==> config.mk <==
export PLATFORM = sky130hd
export DESIGN_NAME = pipe_hazard_ctrl
export DESIGN_NICKNAME = d
export VERILOG_FILES = /design/src/rtl/pipe_hazard_ctrl.sv
export SDC_FILE = /design/constraint.sdc
export NUM_CORES = 1
export LEC_CHECK = 0
export BUFFER_PORTS_ARGS = -buffer_cell sky130_fd_sc_hd__clkbuf_2
export CORE_UTILIZATION = 47
export DETAILED_ROUTE_END_ITERATION = 7
export PLACE_DENSITY_LB_ADDON = 0.08
export SYNTH_ARGS = -nofsm -noshare
export SYNTH_HDL_FRONTEND = slang
export SYNTH_SLANG_ARGS = --single-unit
==> constraint.sdc <==
create_clock -name clock -period 1.69 [get_ports clock]
set_input_delay 0.338 -clock clock [delete_from_list [all_inputs] [get_ports clock]]
set_output_delay 0.338 -clock clock [all_outputs]
set_load 0.05 [all_outputs]
==> src/rtl/pipe_hazard_ctrl.sv <==
// pipe_hazard_ctrl
// Stall/squash controller for a 5-stage IF/ID/EX/MEM/WB integer+FP pipeline
// that has no forwarding paths and redirects control flow from the EX/MEM
// boundary. A three-entry scoreboard tracks destination tags in flight in
// EX, MEM and WB. The instruction in ID is checked against that scoreboard
// for RAW hazards. Instructions in the control shadow are squashed.
//
// Ports:
//   clock          system clock
//   reset          synchronous, active-high reset
//   id_valid       ID holds a real instruction (0 = bubble)
//   id_rs1         source A tag {is_fp, idx[4:0]}
//   id_rs1_used    source A is read
//   id_rs2         source B tag
//   id_rs2_used    source B is read
//   id_rd          destination tag
//   id_rd_write    instruction writes id_rd
//   id_is_ctrl     branch/jump/JAL/JR/JALR
//   hold_if_id     PC and IF/ID keep their value this edge
//   bubble_ex      ID/EX loads a NOP this edge
//   shadow_active  control shadow counter is nonzero
//   stall_count    saturating count of cycles with hold_if_id=1

module pipe_hazard_ctrl #(
    parameter int CTRL_SHADOW = 3,
    parameter int WB_BYPASS   = 1,
    parameter int CNT_W       = 16
) (
    input  logic             clock,
    input  logic             reset,
    input  logic             id_valid,
    input  logic [5:0]       id_rs1,
    input  logic             id_rs1_used,
    input  logic [5:0]       id_rs2,
    input  logic             id_rs2_used,
    input  logic [5:0]       id_rd,
    input  logic             id_rd_write,
    input  logic             id_is_ctrl,
    output logic             hold_if_id,
    output logic             bubble_ex,
    output logic             shadow_active,
    output logic [CNT_W-1:0] stall_count
);

    // Keep the counter at least one bit wide even if the shadow is disabled.
    localparam int SH_W = (CTRL_SHADOW > 0) ? $clog2(CTRL_SHADOW + 1) : 1;
    localparam logic [SH_W-1:0] SH_LOAD = SH_W'(CTRL_SHADOW);
    localparam logic CHECK_WB = (WB_BYPASS == 0);

    logic            sb_ex_v;
    logic [5:0]      sb_ex_tag;
    logic            sb_mem_v;
    logic [5:0]      sb_mem_tag;
    logic            sb_wb_v;
    logic [5:0]      sb_wb_tag;
    logic [SH_W-1:0] shadow_cnt;

    logic rs1_match;
    logic rs2_match;
    logic raw;
    logic squash;
    logic issue;

    // The WB entry only counts as a hazard when the register file cannot
    // write and read the same register in one cycle.
    always_comb begin
        rs1_match = id_rs1_used &&
                    ((sb_ex_v  && (sb_ex_tag  == id_rs1)) ||
                     (sb_mem_v && (sb_mem_tag == id_rs1)) ||
                     (CHECK_WB && sb_wb_v && (sb_wb_tag == id_rs1)));
        rs2_match = id_rs2_used &&
                    ((sb_ex_v  && (sb_ex_tag  == id_rs2)) ||
                     (sb_mem_v && (sb_mem_tag == id_rs2)) ||
                     (CHECK_WB && sb_wb_v && (sb_wb_tag == id_rs2)));
    end

    // Squash takes priority over a RAW stall. A wrong-path instruction
    // is discarded, so a false match on it must not hold the front end.
    always_comb begin
        raw           = id_valid && (rs1_match || rs2_match);
        squash        = (shadow_cnt != '0);
        issue         = id_valid && !squash && !raw;
        hold_if_id    = raw && !squash;
        bubble_ex     = squash || raw;
        shadow_active = squash;
    end

    // The scoreboard shifts every edge. A stall or squash cycle inserts an
    // invalid entry, so a held instruction enters EX only once. Integer r0
    // is never tracked. FP f0 (6'b100000) is tracked like any other tag.
    always_ff @(posedge clock) begin
        if (reset) begin
            sb_ex_v    <= 1'b0;
            sb_ex_tag  <= '0;
            sb_mem_v   <= 1'b0;
            sb_mem_tag <= '0;
            sb_wb_v    <= 1'b0;
            sb_wb_tag  <= '0;
        end else begin
            sb_wb_v    <= sb_mem_v;
            sb_wb_tag  <= sb_mem_tag;
            sb_mem_v   <= sb_ex_v;
            sb_mem_tag <= sb_ex_tag;
            sb_ex_v    <= issue && id_rd_write && (id_rd != 6'd0);
            sb_ex_tag  <= id_rd;
        end
    end

    // A control instruction starts its shadow only on the edge it actually
    // issues, so one that is held by a RAW hazard has not started it yet.
    always_ff @(posedge clock) begin
        if (reset) begin
            shadow_cnt <= '0;
        end else if (issue && id_is_ctrl) begin
            shadow_cnt <= SH_LOAD;
        end else if (shadow_cnt != '0) begin
            shadow_cnt <= shadow_cnt - SH_W'(1);
        end
    end

    // The stall counter saturates at all-ones instead of wrapping.
    always_ff @(posedge clock) begin
        if (reset) begin
            stall_count <= '0;
        end else if (hold_if_id && (stall_count != '1)) begin
            stall_count <= stall_count + CNT_W'(1);
        end
    end

endmodule
==> summary.txt <==
Outcome
  • Status: finished, violations left
  • Failing checks: negative setup slack

Clock tree
  • Worst-path clk slew: 100 ps
  • Htree depth: 2
  • CTS sink count: 32
  • Root buffer cell: clkbuf_4
  • Clk buf depth: 2
  • Num CTS Buffers: 5
  • Skew-Pair Late Insertion Delay: 340 ps
  • TritonCTS clock tree: yes

Pwr
  • Power per Cell Area: 701 nW/µm²
  • Final Power: 1.96 mW
  • Leakage: 1.20 nW
  • Max IR drop VDD: 0.455 mV

Placed design
  • Pre-CTS setup slack: -357 ps
  • Post-DP HPWL: 3.18 mm
  • Placed Cells: 300
  • Placer Congestion: 0.921
  • Number of buffers added on ports: 43

STA
  • Tmin final: 2180 ps
  • Clock Skews: 11.9 ps
  • Setup_tns: -5280 ps
  • Finish-stage setup viols: 20
  • Max_slew headroom: 77.8%
  • Slew Viols, Final: 0
  • RSZ-0062 raised after global routing: true
  • Worst-margin pin slew: 334 ps
  • Final hold vios: 0
  • Max Clk Rate: 0.460 GHz
  • Final worst slack: -486 ps
  • Hold Slack: 223 ps
  • Fin crit share: 129%

Setup path
  • CP Class: reg2out
  • Reg2reg setup slack: -340 ps
  • RR Startpoint: sb_ex_tag[0]
  • Arrival @ worst endpoint: 1840 ps
  • Max Fanout on Critical Path: 3
  • Worst flop-to-flop path endpoint: stall_count[9]
  • Worst r2r path cells: 8
  • Crit path required time: 1350 ps
  • Critical Path End Type: primary output
  • Crit path launch type: register

Synth
  • Register area share after synthesis: 37.7%
  • EDFF count, synth: 0
  • Most area-consuming cells after synthesis: dfxtp_1 38%, xnor2_1 12%, nor2b_1 6.3%
  • Synth Instances: 184
  • Syn Nets: 211
  • Synthesized area per cell: 9.23 µm²
  • Netlist cell types: 43
  • Seq cells post-synth: 32
  • Ys flop type: dfxtp_1
  • Syn. warnings: 0
  • Area leader, netlist: dfxtp_1
  • Netlist Area Pre-Place: 1700 µm²
  • Share of the synthesized area in the top cell type: 37.7%
  • Ys async rst share: 0%

Layout
  • Layout area overhead: 64.4%
  • Fin cells: 323
  • Diode count: 0
  • Share of layout cells above drive strength 1: 65.3%
  • Nets: 303

Route
  • 1st-iter DRT viols: 74
  • DRC viols: 0
  • DR pass1 iterations: 4
  • Via count: 1735
  • Vias/cell: 5.37
  • DRT Wirelength: 5.24 mm
  • Antenna-violating nets left: 0
  • Wire length per cell: 16.2 µm

GRT
  • Overall routing resource usage: 28.3%
  • Number of global-route vias before repair: 1810
  • Antenna violations before repair: 0
  • Largest net degree at the start of global routing: 17
  • GRT overflow: 0
  • First-pass GRT wire length: 8.41 mm

Min path
  • Hold Startpoint: id_rd[4]
  • Hold Path Cell Cnt: 2
  • Worst hold endpoint: sb_ex_tag[4]
  • Hold Path Class: in2reg

Job
  • Total of max-cap violations: 0

Die
  • Die area: 3860 µm²
  • Die span in y: 62.1 µm
  • Rows: 21
  • Die Wd: 62.1 µm
  • Core ar.: 3390 µm²
  • I/O pin count: 44
  • Initial core utilization: 50.1%
per-stage QoR:
step	area (µm²)	utilization, %
final	2790	82.4
after global routing	2790	82.4
after CTS	2720	80.1
after detailed placement	2260	66.7
after global placement	2260	66.7
after floorplan	1770	-
cell usage in the layout, fill, tap and decap left out, types with 4 or more instances in the layout:
cell type	Yosys	layout
buf_6	2	5
xnor2_2	0	8
nand3_1	9	8
a21oi_1	8	4
nor3_4	0	6
nor2_1	10	8
inv_1	7	6
dfxtp_2	0	18
nand4_1	7	7
buf_4	1	41
clkbuf_4	0	5
a21oi_2	0	4
xnor2_1	24	16
dfxtp_4	0	11
nor2b_1	17	17
clkbuf_2	0	40
o21ai_1	5	4
mux2_4	3	5
nand2_1	10	9
worst max-delay path by stage:
stage / to / startpoint / cells past startpoint
floorplan: stall_count[5] / stall_count[2] / 7
global placement: hold_if_id / id_rs2[4] / 8
detailed placement: stall_count[7] / id_rs1[1] / 8
CTS: hold_if_id / sb_ex_tag[1] / 7
global route: hold_if_id / sb_ex_tag[0] / 7
finish: hold_if_id / sb_ex_tag[0] / 7
cells in the mapped netlist (2+ instances only):
cell type / instances
nand4_1: 7
clkbuf_1: 2
nor2_1: 10
a21oi_1: 8
nand3_1: 9
o21ai_0: 2
dfxtp_1: 32
o22ai_1: 2
nor3_2: 4
o21ai_1: 5
buf_6: 2
mux2_2: 2
o31ai_1: 2
nand2_1: 10
inv_1: 7
nor2b_1: 17
mux2_4: 3
or4_1: 4
ha_1: 2
xnor2_1: 24
or3_1: 6
nor3_1: 3
timing repair:
action                     4_1_cts  5_1_grt
hold endpoints to repair         0        0
cloned                           2        0
hold buffers                     0        0
setup buffers                   11        5
pin swaps                       23       13
resized for setup               55       22
setup endpoints to repair       21       21
worst max-delay path, stage by stage, from the launching register on:
cell,delay (ps)
dfxtp_2,360
xnor2_1,210
nand4_1,170
o22ai_2,180
a22oi_2,130
buf_4,160
nor2_4,130
buf_12,150
registers in the layout, indices dropped and copies added, names as in the netlist:
| register | flops |
|---|---|
| sb_mem_v | 1 |
| shadow_cnt | 2 |
| sb_ex_tag | 6 |
| sb_ex_v | 1 |
| stall_count | 16 |
| sb_mem_tag | 6 |
cell families after synthesis:
logic type	Yosys count	share of synthesized area [%]
and+or+nand+nor	77	26.7
DFF	32	37.7
AOI/OAI and AO/OA	29	11.7
xor gates and xnor gates	25	12.9
buffers and inverters	13	4.94
muxes	6	4.57
adders and majority gates	2	1.47
final cells by class:
cell class                      instances  area, µm²
Tap cell                               46       57.6
Fill cell                             205        598
Clock inverter                          2       10.0
Multi-Input combinational cell        139       1270
Timing Repair Buffer                   91        669
Clock buffer                            6       51.3
Inverter                                7       28.8
Sequential cell                        32        704
routing by layer:
layer,GRT usage [%],wire [µm],vias up
li1,-,-,839
met1,30.3,1950,815
met2,54.5,2870,58
met3,4.78,215,23
met4,10.8,212,0
met5,0,0,-
report_power, final:
part / internal (mW) / total [mW] / switching [mW] / leakage, nW
Clock: 0.198 / 0.468 / 0.270 / 0.0380
Combinational: 0.349 / 0.680 / 0.331 / 0.885
Sequential: 0.781 / 0.810 / 0.0287 / 0.276
(Power assumes the default switching activity.)
